## config.mk

```make
export PLATFORM = sky130hd
export DESIGN_NAME = serializer_stream
export DESIGN_NICKNAME = d
export VERILOG_FILES = /design/src/rtl/serializer_stream.sv
export SDC_FILE = /design/constraint.sdc
export NUM_CORES = 1
export LEC_CHECK = 0
export ABC_AREA = 1
export CORE_ASPECT_RATIO = 1.25
export CORE_MARGIN = 8
export CORE_UTILIZATION = 54
export CTS_CLUSTER_SIZE = 40
export DETAILED_ROUTE_END_ITERATION = 8
export MAX_ROUTING_LAYER = met4
export PLACE_DENSITY = 0.77
export SKIP_CTS_REPAIR_TIMING = 1
export SLEW_MARGIN = 30
export SYNTH_ARGS = -nofsm -noshare
export SYNTH_HDL_FRONTEND = slang
export SYNTH_SLANG_ARGS = --single-unit
```

## constraint.sdc

```tcl
create_clock -name clock -period 1.95 [get_ports clock]
set_clock_uncertainty 0.05 [all_clocks]
set_input_delay 0.39 -clock clock [delete_from_list [all_inputs] [get_ports clock]]
set_output_delay 0.39 -clock clock [all_outputs]
set_load 0.02 [all_outputs]
```

## src/rtl/serializer_stream.sv

```systemverilog
// Parallel-to-serial converter with configurable bit period, bit order, optional
// start/stop framing and a one-word holding buffer for gap-free back-to-back frames.
module serializer_stream #(
    parameter int DATA_WIDTH   = 8,
    parameter int CLKS_PER_BIT = 1,
    parameter bit MSB_FIRST    = 1'b1,
    parameter bit FRAMED       = 1'b0
) (
    input  logic                  clock,
    input  logic                  reset,
    input  logic [DATA_WIDTH-1:0] data_in,
    input  logic                  start,
    output logic                  ready,
    output logic                  busy,
    output logic                  data_out,
    output logic                  frame_done
);

    localparam int FRAME_BITS = DATA_WIDTH + (FRAMED ? 2 : 0);
    localparam int CW         = (CLKS_PER_BIT > 1) ? $clog2(CLKS_PER_BIT) : 1;
    localparam int BW         = $clog2(FRAME_BITS + 1);
    localparam logic [CW-1:0] CNT_LAST   = CW'(CLKS_PER_BIT - 1);
    localparam logic [BW-1:0] BIT_LAST   = BW'(DATA_WIDTH - 1);
    localparam logic          IDLE_LEVEL = FRAMED;

    typedef enum logic [1:0] {
        IDLE,
        START_BIT,
        DATA,
        STOP_BIT
    } state_t;

    state_t                state, state_nxt;
    logic [DATA_WIDTH-1:0] shift_q, shift_nxt;
    logic [DATA_WIDTH-1:0] hold_q, hold_nxt;
    logic                  hold_valid, hold_valid_nxt;
    logic [CW-1:0]         clk_cnt, clk_cnt_nxt;
    logic [BW-1:0]         bit_cnt, bit_cnt_nxt;
    logic                  data_out_nxt, frame_done_nxt;
    logic                  accept, bit_end, frame_end;

    // The bit currently on the line always sits at the head of the shift register.
    function automatic logic head_bit(input logic [DATA_WIDTH-1:0] w);
        return MSB_FIRST ? w[DATA_WIDTH-1] : w[0];
    endfunction

    function automatic logic [DATA_WIDTH-1:0] advance(input logic [DATA_WIDTH-1:0] w);
        return MSB_FIRST ? {w[DATA_WIDTH-2:0], 1'b0} : {1'b0, w[DATA_WIDTH-1:1]};
    endfunction

    assign ready   = !hold_valid;
    assign busy    = (state != IDLE);
    assign accept  = start && ready;
    assign bit_end = (clk_cnt == CNT_LAST);

    always_comb begin
        // NOTE: every signal written here gets a default first, so no path can infer a latch.
        state_nxt      = state;
        shift_nxt      = shift_q;
        hold_nxt       = hold_q;
        hold_valid_nxt = hold_valid;
        clk_cnt_nxt    = clk_cnt;
        bit_cnt_nxt    = bit_cnt;
        frame_done_nxt = 1'b0;
        frame_end      = 1'b0;
        data_out_nxt   = IDLE_LEVEL;

        case (state)
            IDLE: ;
            START_BIT: begin
                if (bit_end) begin
                    state_nxt   = DATA;
                    clk_cnt_nxt = '0;
                end else begin
                    clk_cnt_nxt = clk_cnt + 1'b1;
                end
            end
            DATA: begin
                if (!bit_end) begin
                    clk_cnt_nxt = clk_cnt + 1'b1;
                end else begin
                    clk_cnt_nxt = '0;
                    if (bit_cnt == BIT_LAST) begin
                        if (FRAMED) state_nxt = STOP_BIT;
                        else        frame_end = 1'b1;
                    end else begin
                        bit_cnt_nxt = bit_cnt + 1'b1;
                        shift_nxt   = advance(shift_q);
                    end
                end
            end
            STOP_BIT: begin
                if (bit_end) frame_end   = 1'b1;
                else         clk_cnt_nxt = clk_cnt + 1'b1;
            end
            default: state_nxt = IDLE;
        endcase

        if (frame_end) begin
            frame_done_nxt = 1'b1;
            state_nxt      = IDLE;
        end

        // A waiting word (held, or arriving on the closing edge) starts the next frame with no gap.
        if (frame_end && hold_valid) begin
            shift_nxt      = hold_q;
            hold_valid_nxt = 1'b0;
            clk_cnt_nxt    = '0;
            bit_cnt_nxt    = '0;
            state_nxt      = FRAMED ? START_BIT : DATA;
        end else if (accept && (state == IDLE || frame_end)) begin
            shift_nxt   = data_in;
            clk_cnt_nxt = '0;
            bit_cnt_nxt = '0;
            state_nxt   = FRAMED ? START_BIT : DATA;
        end else if (accept) begin
            hold_nxt       = data_in;
            hold_valid_nxt = 1'b1;
        end

        case (state_nxt)
            START_BIT: data_out_nxt = 1'b0;
            DATA:      data_out_nxt = head_bit(shift_nxt);
            STOP_BIT:  data_out_nxt = 1'b1;
            default:   data_out_nxt = IDLE_LEVEL;
        endcase
    end

    always_ff @(posedge clock or negedge reset) begin
        if (!reset) begin
            // NOTE: the datapath registers are reset along with control so nothing stale survives a reset.
            state      <= IDLE;
            shift_q    <= '0;
            hold_q     <= '0;
            hold_valid <= 1'b0;
            clk_cnt    <= '0;
            bit_cnt    <= '0;
            data_out   <= IDLE_LEVEL;
            frame_done <= 1'b0;
        end else begin
            // NOTE: non-blocking assignments keep every register updating from pre-edge values.
            state      <= state_nxt;
            shift_q    <= shift_nxt;
            hold_q     <= hold_nxt;
            hold_valid <= hold_valid_nxt;
            clk_cnt    <= clk_cnt_nxt;
            bit_cnt    <= bit_cnt_nxt;
            data_out   <= data_out_nxt;
            frame_done <= frame_done_nxt;
        end
    end

endmodule

```

### After elaboration in Yosys (flattened, before gate mapping)

Index checks and enable logic that the tools add are counted.

| word-level totals | value |
|---|---|
| register bits after elaboration | 26 |
| input bits | 11 |
| output and inout bits | 4 |
| logic and storage cells | 64 |

| operators by class | value |
|---|---|
| $add $sub $neg | 2 |
| equal/unequal tests | 9 |
| mux-type cells | 28 |
| bitwise gates (word level) | 2 |
| reductions and logical operators | 14 |

Operators with widths:

| cell | count |
|---|---|
| two-way mux 8 bit | 5 |
| two-way mux 4 bit | 5 |
| two-way mux 1 bit | 11 |
| two-way mux 2 bit | 5 |
| equality test 2 bit (second input constant) | 4 |
| inequality test 3 x 1 -> 1 bit (second input constant) | 2 |
| AND reduction 3 bit | 2 |
| nonzero test 3 bit | 2 |
| adder 4 x 1 -> 4 bit (second input constant) | 1 |
| equality test 4 x 3 -> 1 bit (second input constant) | 1 |
| case mux 1 bit (2 select lines) | 2 |
| nonzero test 2 bit | 2 |
| logical AND 1 bit | 3 |
| OR reduction 3 bit | 1 |
| equality test 2 x 1 -> 1 bit (second input constant) | 1 |
| logical NOT 2 bit | 1 |
| inequality test 2 bit (second input constant) | 1 |
| NOT 1 bit | 2 |
| AND reduction 2 bit | 1 |
| adder 1 bit (second input constant) | 1 |
| logical NOT 1 bit | 1 |
| logical OR 1 bit | 1 |

### Logic depth before layout (Yosys ltp)

| logic depth | value |
|---|---|
| word-level depth | 10 |
| gate-level depth with buffers | 9 |

### Least setup slack after synthesis

OpenSTA, ideal clock, no wires.

| timing | value |
|---|---|
| path type | reg2reg |
| start | register bit_cnt[0] |
| end | register hold_q[6] |
| data arrival time | 1.342 ns |
| path slack | 0.440 ns |
| cell stages (with the launch flop) | 9 |
| path buffers | 1 |
| clock period less this slack | 1.510 ns |
| cell sequence | dfrtp_1 > ha_1 > nand3_4 > nand3_4 > nand2_4 > nand2_4 > buf_8 > nand2_2 > o21ai_2 |

| between the ends | value |
|---|---|
| cells in the longest elaborated chain, start to end | 8 |
| elaborated cells between the ends (all ways) | 10 |

RTL lines:

| element | line | text |
|---|---|---|
| start: declaration | 38 | `logic [BW-1:0] bit_cnt, bit_cnt_nxt;` |
| start signal: assignment | 147 | `bit_cnt <= bit_cnt_nxt;` |
| equality test 4 x 3 -> 1 bit * | 83 | `if (bit_cnt == BIT_LAST) begin` |
| two-way mux 1 bit * | 83 |  |
| two-way mux 1 bit * | 79 | `if (!bit_end) begin` |
| case mux 1 bit (2 select lines) * | 68 | `case (state)` |
| logical OR 1 bit | 111 | `end else if (accept && (state == IDLE \|\| frame_end)) begin` |
| logical AND 1 bit | 111 |  |
| NOT 1 bit (no line) | - |  |
| AND reduction 3 bit (no line) * | - |  |
| end signal: assignment | 144 | `hold_q <= hold_nxt;` |
| end: declaration | 35 | `logic [DATA_WIDTH-1:0] hold_q, hold_nxt;` |

Every way passes the cells marked *; elsewhere a longest branch is shown, timed or not.
A chain may end at the register's enable or synchronous reset.

### Worst setup path after layout

| timing | value |
|---|---|
| start | register bit_cnt[0] |
| end | register shift_q[2] |

| between the ends | value |
|---|---|
| cells in the longest elaborated chain, start to end | 8 |
| elaborated cells between the ends (all ways) | 13 |

RTL lines:

| element | line | text |
|---|---|---|
| equality test 4 x 3 -> 1 bit * | 83 |  |
| two-way mux 1 bit | 83 |  |
| two-way mux 1 bit | 79 |  |
| case mux 1 bit (2 select lines) | 68 |  |
| logical OR 1 bit | 111 |  |
| logical AND 1 bit | 111 |  |
| inequality test 3 x 1 -> 1 bit (no line) (tied with other cells) | - |  |
| AND reduction 3 bit (no line) / two-way mux 8 bit (equally long branches) | - |  |
| end signal: assignment | 143 | `shift_q <= shift_nxt;` |
| end: declaration | 34 | `logic [DATA_WIDTH-1:0] shift_q, shift_nxt;` |

Marked as above.

==> flow_summary.toml <==
[floorplan]
fp.dieW_um = 60.0
core_um2 = 2350
die-height_um = 70.9
ios = 15
start_util = 0.554
die-area_um2 = 4250
rows = 20

[synthesis]
synthesis.area_um2 = 1300
synth_warnings = 0
ys_seq_area_frac = 0.480
synth_fp_nets = 159
synthCells = 147
synth_adder_area_share = 0.00960
synth-xor-area-share = 0.0134
synth_compound_area_frac = 0.0883
synth_top_family_by_area = "simple AND/OR/NAND/NOR gates"
muxShareOfSynthArea = 0
ys_seq_elements = 25
synth_cell_types = 24
syn_area_per_cell_um2 = 8.87
synthSimpleGateAreaFrac = 0.319

[timing]
fin_hold_ws_ns = 0.354
rsz0062_at_grt = "false"
min_period_ns = 1.73
setup_viol = 0
hold_violations = 0
period_share = 0.889
fmax_ghz = 0.577
final_max_slew_viol_count = 0

[global_routing]
antenna_found_initial = 0
grt_pass1_vias = 1021
grt_pass1_wl_um = 4370
grt_util_all_layers = 0.133
globalRouteOverflowTotal = 0
grt_max_degree = 26

[final_layout]
layout-drive-gt1-share = 0.181
final_area_um2 = 1520
antennaDiodeCount = 0
fin_nets = 179
fin_util = 0.646
area_growth_pct = 16.5

[placement]
gp_congestion = 0.794
post-dp-hpwl_um = 1790
dpl_cell_area_um2 = 1490
portBuffers = 14

[setup_path]
path_max_fanout = 10
cp.arrival_ns = 1.94
cp_data_required_time_ns = 2.16
worstSetupEndpointType = "register"
cp-start-kind = "register"
worstSetupPathType = "register to register"

[clocking]
htree_levels = 1
cts-root-buf = "clkbuf_4"
clock_sinks = 25
cts_buffer_depth = 2
clk_latency_ns = 0.32
cts_tree = "built"
clk_pin_slew_ns = 0.14
numCtsBuffers = 3

[pwr]
p_per_area_nw_per_um2 = 1260
switching_share = 0.412
combPwrFrac = 0.418
clock_power_share = 0.121
pwr-share-seq = 0.461
p_int_uw = 1130
leakagePower_uw = 0.000763
peakVddDrop_uv = 778
netSwitchingPower_uw = 789
p_total_uw = 1920

[drt]
via_count = 976
drc = 0
drt-met1-wl_um = 1110
route.met2.wl_um = 1190
avgRoutedWirePerCell_um = 12.0
drt_wl_total_um = 2390
firstDrtPassIters = 4
viasPerCell = 4.90
top_layer = "met4"
wl_met3_um = 64
ant_nets = 0
first_iter_violations = 29

[flow_run]
drv_cap = 0

[worst_hold_path]
hold_class = "input port to asynchronous set/reset pin"

[outcome]
status = "complete, no violations"
## registers in the layout (all words and copies together) (netlist names)
| name | cells |
|---|---|
| state | 2 |
| bit_cnt | 4 |
| hold_q | 8 |
| hold_valid | 1 |
| shift_q | 8 |
| data_out | 1 |
| frame_done | 1 |
## layout make-up
class	instances	area (um^2)
timing repair buffer	16	160
multi-input combinational	99	564
clock inverter	1	5.00
clock buffer	3	22.5
tap	33	41.3
inverter	22	98.8
fill	224	833
sequential	25	627
## placed cells by master, fill, tap and decap left out
master and count:
a21oi_1 1, a21oi_4 1, buf_4 2, bufinv_8 1, clkbuf_4 3, clkdlybuf4s50_1 12
clkinv_2 1, conb_1 1, dfrtp_1 24, dfrtp_2 1, dlymetal6s2s_1 2, ha_1 1
inv_1 18, inv_2 2, inv_4 1, nand2_1 32, nand2_2 4, nand2_4 4
nand3_1 9, nand3_4 3, nand4_1 3, nor2_1 18, nor2_2 1, nor2_8 1
nor3_1 3, o21ai_0 5, o21ai_1 5, o21ai_2 5, xor2_1 2
## cells in the mapped netlist
master	instances	area (um^2)
nor3_1	3	15.0
o21ai_0	5	25.0
nand3_4	3	52.6
inv_2	2	7.51
a21oi_4	1	16.3
nand2_4	4	45.0
dfrtp_1	25	626
ha_1	1	12.5
inv_1	18	67.6
nand2_2	4	25.0
nor2_1	18	67.6
nand4_1	3	18.8
buf_8	1	15.0
a21oi_1	1	5.00
inv_4	1	6.26
nand2_1	32	120
o21ai_2	5	43.8
o21ai_1	5	25.0
xor2_1	2	17.5
nor2_8	1	20.0
conb_1	1	3.75
nand3_1	9	45.0
nor2_2	1	6.26
bufinv_8	1	17.5
## through the flow
stage	TNS [ns]	setup slack, ns	std cells
after global placement	0	0.271	195
after detailed placement	0	0.240	195
after CTS	-0.116	-0.104	199
after floorplan	0	0.440	147
final	0	0.216	199
after global routing	0	0.0749	199
## power groups by stage
stage | registers [uW] | logic [uW] | clock network, uW
2_1_floorplan | 873 | 609 | 0
3_3_place_gp | 881 | 785 | 0
3_5_place_dp | 890 | 813 | 0
4_1_cts | 881 | 814 | 239
5_1_grt | 912 | 901 | 253
6_report | 884 | 801 | 231
## worst paths after layout
path	startpoint	slack [ns]	cells after the start	to
worst max-delay path	bit_cnt[0]	0.22	8	shift_q[2]
worst min-delay path	reset	0.35	2	shift_q[7]
worst max register to register	bit_cnt[0]	0.22	8	shift_q[2]
worst min register to register	shift_q[5]	0.46	2	shift_q[5]
max in group asynchronous	reset	1.23	2	shift_q[3]
min in group clock	shift_q[5]	0.46	2	shift_q[5]
## worst max-delay path, stage by stage (launching register included)
cell and delay (ns):
dfrtp_1 0.43, ha_1 0.25, nand3_4 0.18, nand3_4 0.19, nand3_4 0.18, nand2_4 0.10
nor2_8 0.14, nand2_1 0.07, nand2_1 0.07
## layer usage
metal | track usage | vias up
met4 | 0.0559 | 0
met3 | 0.0181 | 2
met5 | - | -
li1 | - | 499
met1 | 0.158 | 463
met2 | 0.215 | 12
## logic make-up (layout without fill, tap and decap cells)
logic type | count (synthesis) | after routing
AO/OA/AOI/OAI | 17 | 17
adder cells (fa/ha/maj) | 1 | 1
flip-flops | 25 | 25
AND/OR/NAND/NOR | 78 | 78
other | 1 | 1
buffers and inverters | 23 | 42
XOR/XNOR | 2 | 2
Note: power is estimated with default switching activity, not from simulation.
==> edit 1: new RTL, same flow settings <==
`DATA_WIDTH`: 8 -> 16.
--- a/src/rtl/serializer_stream.sv
+++ b/src/rtl/serializer_stream.sv
@@ -1,7 +1,7 @@
 // Parallel-to-serial converter with configurable bit period, bit order, optional
 // start/stop framing and a one-word holding buffer for gap-free back-to-back frames.
 module serializer_stream #(
-    parameter int DATA_WIDTH   = 8,
+    parameter int DATA_WIDTH   = 16,
     parameter int CLKS_PER_BIT = 1,
     parameter bit MSB_FIRST    = 1'b1,
     parameter bit FRAMED       = 1'b0
Ports: changed (resized data_in); port bits go from 15 to 23. The function was not compared with the original's and may differ.
==> edit 1 against the original RTL <==
Worst setup slack got worse by 0.12 ns; total power is 77% higher; critical endpoint is now shift_q[14]$_DFFE_PN0P_; wire length increased by 75%; sequential cell count up 17; synthesized cell count is 73% higher; synthesized area up 59%; sequential power is 66% higher; highest routed layer unchanged; first-iteration DRC count rose to 3.1 times the old value; sequential share of layout area fell by 0.59 points; critical path type unchanged; cell area rose by 70%.
==> edit 1: results (changes against the original RTL) <==
* Highest metal used: met4 (unchanged)
* Met1 Wirelength at 1940 um (was 1110 um)
* Num CTS Buffers at 5 (was 3)
* CP peak stage delay at 0.40 ns (was 0.43 ns)
* Dpl ws at 0.0483 ns (was 0.240 ns)
* Clk Latency, worst-skew pair at 0.30 ns (was 0.32 ns)
* Port Buffer Count at 22 (was 14)
* Hold WS at 0.0659 ns (was 0.354 ns)
* Async set-reset flop share out of synthesis at 100% (unchanged)
* GR Layer Usage met3 at 2.95% (was 1.81%)
* Yosys cell types at 26 (was 24)
* Crit Path Max Fanout at 6 (was 10)
* Layout cells sized above 1 at 15.9% (was 18.1%)
* Final cell count without fillers at 329 (was 199)
* Max frequency at 539 MHz (was 577 MHz)
* Met1 global-route usage at 17.8% (was 15.8%)
* Met2 usage at 24.1% (was 21.5%)
* Final WL at 4170 um (was 2390 um)
* Ant diodes at 0 (unchanged)
* # fillers at 279 (was 224)
* Status: finished clean (unchanged)
* Cells after synthesis at 254 (was 147)
* Regs by FF count: hold_q x16, shift_q x16, bit_cnt x5 (was hold_q x8, shift_q x8, bit_cnt x4)
* Pin count of the biggest net entering global routing at 31 (was 26)
* CTS clk-pin slew, worst paths at 0.08 ns (was 0.14 ns)
* Register area share after synthesis at 50.7% (was 48.0%)
* Htree depth at 2 (was 1)
* Max VDD drop at 0.737 mV (was 0.778 mV)
* Met3 Routed Length at 111 um (was 64 um)
* Reg2reg setup slack at 0.1 ns (was 0.22 ns)
* Synth area leaders: dfrtp_1 51%, nand2_1 11%, inv_1 7.1% (was dfrtp_1 48%, nand2_1 9.2%, inv_1 5.2%)
* Post-Syn Nets at 275 (was 159)
* Routed wl met2 at 2050 um (was 1190 um)
* Initial DRC Count at 89 (was 29)
* Critical path arrival at 1.99 ns (was 1.94 ns)
* Root Driver: clkbuf_8 (was clkbuf_4)
* Global-route wire length before repair at 7220 um (was 4370 um)
* Synth cell count leaders: 59 x nand2_1, 42 x dfrtp_1, 39 x inv_1 (was 32 x nand2_1, 25 x dfrtp_1, 18 x inv_1, 18 x nor2_1, 9 x nand3_1)
* Multi-input logic area at 836 sq um (was 564 sq um)
* Net count, final at 309 (was 179)
* YS warnings at 0 (unchanged)
* Dpl hpwl at 2830 um (was 1790 um)
* GPL Wtd Cong at 0.819 (was 0.794)
* Via count at 1640 (was 976)
* GRT Util Overall at 15.0% (was 13.3%)
* Post-placement cell count at 318 (was 195)
* Cell Area, Placed at 2400 sq um (was 1490 sq um)
* CTS Buffer Depth at 2 (unchanged)
* Leakage power at 1.33 nW (was 0.763 nW)
[edit 1: cell count changes after synthesis, sizes merged, moves of 7 or more]
cell   before  now
nand2      40   63
dfrtp      25   42
nand3      12   21
nor2       20   36
buf         1    8
inv        21   41
o21ai      15   31
[edit 1: kinds of logic after synthesis]
kind of cell	Yosys count	share of synthesized area, %
AOI/OAI and AO/OA	33	9.29
DFF	42	50.7
buffers and inverters	49	10.2
other	1	0.181
adders and majority gates	2	1.21
xor gates and xnor gates	1	0.422
and+or+nand+nor	125	27.6
muxes	1	0.483
[edit 1: path summary, 6_finish.rpt]
check	start	to	cells past startpoint
worst min-delay path	reset	hold_q[11]$_DFFE_PN0P_	1
min in group clock	shift_q[11]$_DFFE_PN0P_	shift_q[11]$_DFFE_PN0P_	2
max in group asynchronous	reset	shift_q[12]$_DFFE_PN0P_	2
worst max register to register	bit_cnt[0]$_DFFE_PN0P_	shift_q[14]$_DFFE_PN0P_	11
worst max-delay path	bit_cnt[0]$_DFFE_PN0P_	shift_q[14]$_DFFE_PN0P_	11
worst min register to register	shift_q[11]$_DFFE_PN0P_	shift_q[11]$_DFFE_PN0P_	2
[edit 1: layout make-up]
type                            count  share of cell area, %
Clock buffer                        8                   4.26
Inverter                           41                   6.05
Multi-Input combinational cell    163                   32.3
Sequential cell                    42                   40.7
Tap cell                           40                   1.94
Timing Repair Buffer               35                   14.7
[edit 1: power breakdown]
part | switching [mW] | internal [mW] | total [mW]
logic | 0.714 | 0.552 | 1.27
registers | 0.224 | 1.24 | 1.47
clock network | 0.298 | 0.358 | 0.655
==> edit 2: new RTL, same flow settings <==
Made on the original files. Re-encode `state_t` (4 states) as one-hot, 4 bits wide.
--- a/src/rtl/serializer_stream.sv
+++ b/src/rtl/serializer_stream.sv
@@ -23,11 +23,11 @@
     localparam logic [BW-1:0] BIT_LAST   = BW'(DATA_WIDTH - 1);
     localparam logic          IDLE_LEVEL = FRAMED;
 
-    typedef enum logic [1:0] {
-        IDLE,
-        START_BIT,
-        DATA,
-        STOP_BIT
+    typedef enum logic [3:0] {
+        IDLE      = 4'b0001,
+        START_BIT = 4'b0010,
+        DATA      = 4'b0100,
+        STOP_BIT  = 4'b1000
     } state_t;
 
     state_t                state, state_nxt;
Check against the original RTL: no difference found for any inputs over 10 cycles, from zero or initial values and one cycle with reset low; not proved beyond that.
==> edit 2 against the original RTL <==
Critical endpoint is now hold_q[3]$_DFFE_PN0P_; cell area up 4.5%; synthesized area up 5.6%; sequential power up 0.6%; sequential share of layout area up 1.4 points; total power down 18%; core utilization up 0.84 points; largest power group unchanged; global-route usage up 0.82 points; first-iteration DRC count up 79%; sequential cell count up 2; worst setup slack worse by 0.014 ns; largest cell class unchanged; wire length up 7.6%.
==> edit 2: results (changes against the original RTL) <==
* Status: finished clean (unchanged)
* Dpl hpwl at 2030 um (was 1790 um)
* GR Layer Usage met3 at 1.59% (was 1.81%)
* Initial DRC Count at 52 (was 29)
* Syn_area_per_cell at 8.77 sq um (was 8.87 sq um)
* Ant diodes at 0 (unchanged)
* Final WL at 2570 um (was 2390 um)
* Root Driver: clkbuf_4 (unchanged)
* Max VDD drop at 0.643 mV (was 0.778 mV)
* GPL Wtd Cong at 0.770 (was 0.794)
* Synth area leaders: dfrtp_1 47%, nand2_1 14%, nand3_1 4.7% (was dfrtp_1 48%, nand2_1 9.2%, inv_1 5.2%)
* GRT Util Overall at 14.1% (was 13.3%)
* Met3 Routed Length at 52 um (was 64 um)
* Routed vias/inst at 5.12 (was 4.90)
* Yosys cell types at 28 (was 24)
* Clk Latency, worst-skew pair at 0.33 ns
* Dpl ws at 0.227 ns (was 0.240 ns)
* Net count, final at 189 (was 179)
* Pin count of the biggest net entering global routing at 28 (was 26)
* Critical path arrival at 1.91 ns (was 1.94 ns)
* Register area share after synthesis at 49.2% (was 48.0%)
* Synth cell count leaders: 52 x nand2_1, 26 x dfrtp_1, 13 x nand3_1 (was 32 x nand2_1, 25 x dfrtp_1, 18 x inv_1, 18 x nor2_1, 9 x nand3_1)
* Pre-antenna DRT Iters at 4 (unchanged)
* Met1 Wirelength at 1040 um (was 1110 um)
* Highest metal used: met4 (unchanged)
* Final cell count without fillers at 209 (was 199)
* Cell Area, Placed at 1550 sq um (was 1490 sq um)
* Routed wl met2 at 1450 um (was 1190 um)
* Global-route wire length before repair at 4740 um (was 4370 um)
* Regs by FF count: hold_q x8, shift_q x8 (was hold_q x8, shift_q x8, bit_cnt x4)
* Leakage power at 0.812 nW (was 0.763 nW)
* Layout cells sized above 1 at 18.8% (was 18.1%)
* Vias in the first global route at 1130 (was 1021)
* Met2 usage at 25.8% (was 21.5%)
==> edit 2: final timing paths <==
kind                       slack (ns)              startpoint                endpoint  cells after the start
setup / recovery                 0.20  bit_cnt[0]$_DFFE_PN0P_   hold_q[3]$_DFFE_PN0P_                      9
hold / removal                   0.35                   reset  bit_cnt[3]$_DFFE_PN0P_                      2
setup reg to reg                 0.20  bit_cnt[0]$_DFFE_PN0P_   hold_q[3]$_DFFE_PN0P_                      9
hold reg to reg                  0.44   hold_q[0]$_DFFE_PN0P_   hold_q[0]$_DFFE_PN0P_                      2
max in group asynchronous        1.18                   reset      state[0]$_DFF_PN1_                      2
min in group clock               0.44   hold_q[0]$_DFFE_PN0P_   hold_q[0]$_DFFE_PN0P_                      2
==> edit 2: kinds of logic after synthesis <==
kind of cell / share of synthesized area [%]
simple gates: 38.5
other cells: 0.272
xor+xnor: 1.27
compound gates: 3.45
fa+ha+maj: 0.909
flops: 49.2
buf+inv: 6.36
==> edit 2: worst max-delay path, cell delays in order (launching register included) <==
cell and delay, ns:
dfrtp_1 0.43, ha_1 0.22, nand2_1 0.11, nor2_2 0.05, nand3_2 0.11, nand3_4 0.16, nor2_2 0.21, inv_1 0.14
nand2_1 0.09, nand2_1 0.05
==> edit 2: cell type report <==
cell class | instances | area [sq um]
sequential | 27 | 678
timing repair buffer | 16 | 160
inverter | 16 | 65.1
tap | 33 | 41.3
clock inverter | 1 | 5.00
clock buffer | 3 | 22.5
multi-input combinational | 113 | 616
fill | 226 | 840
==> edit 2: report_power, final <==
| part | switching [mW] | total [mW] | internal [mW] |
|---|---|---|---|
| combinational | 0.272 | 0.455 | 0.183 |
| sequential | 0.126 | 0.889 | 0.763 |
| clock | 0.157 | 0.234 | 0.0768 |
| total | 0.556 | 1.58 | 1.02 |
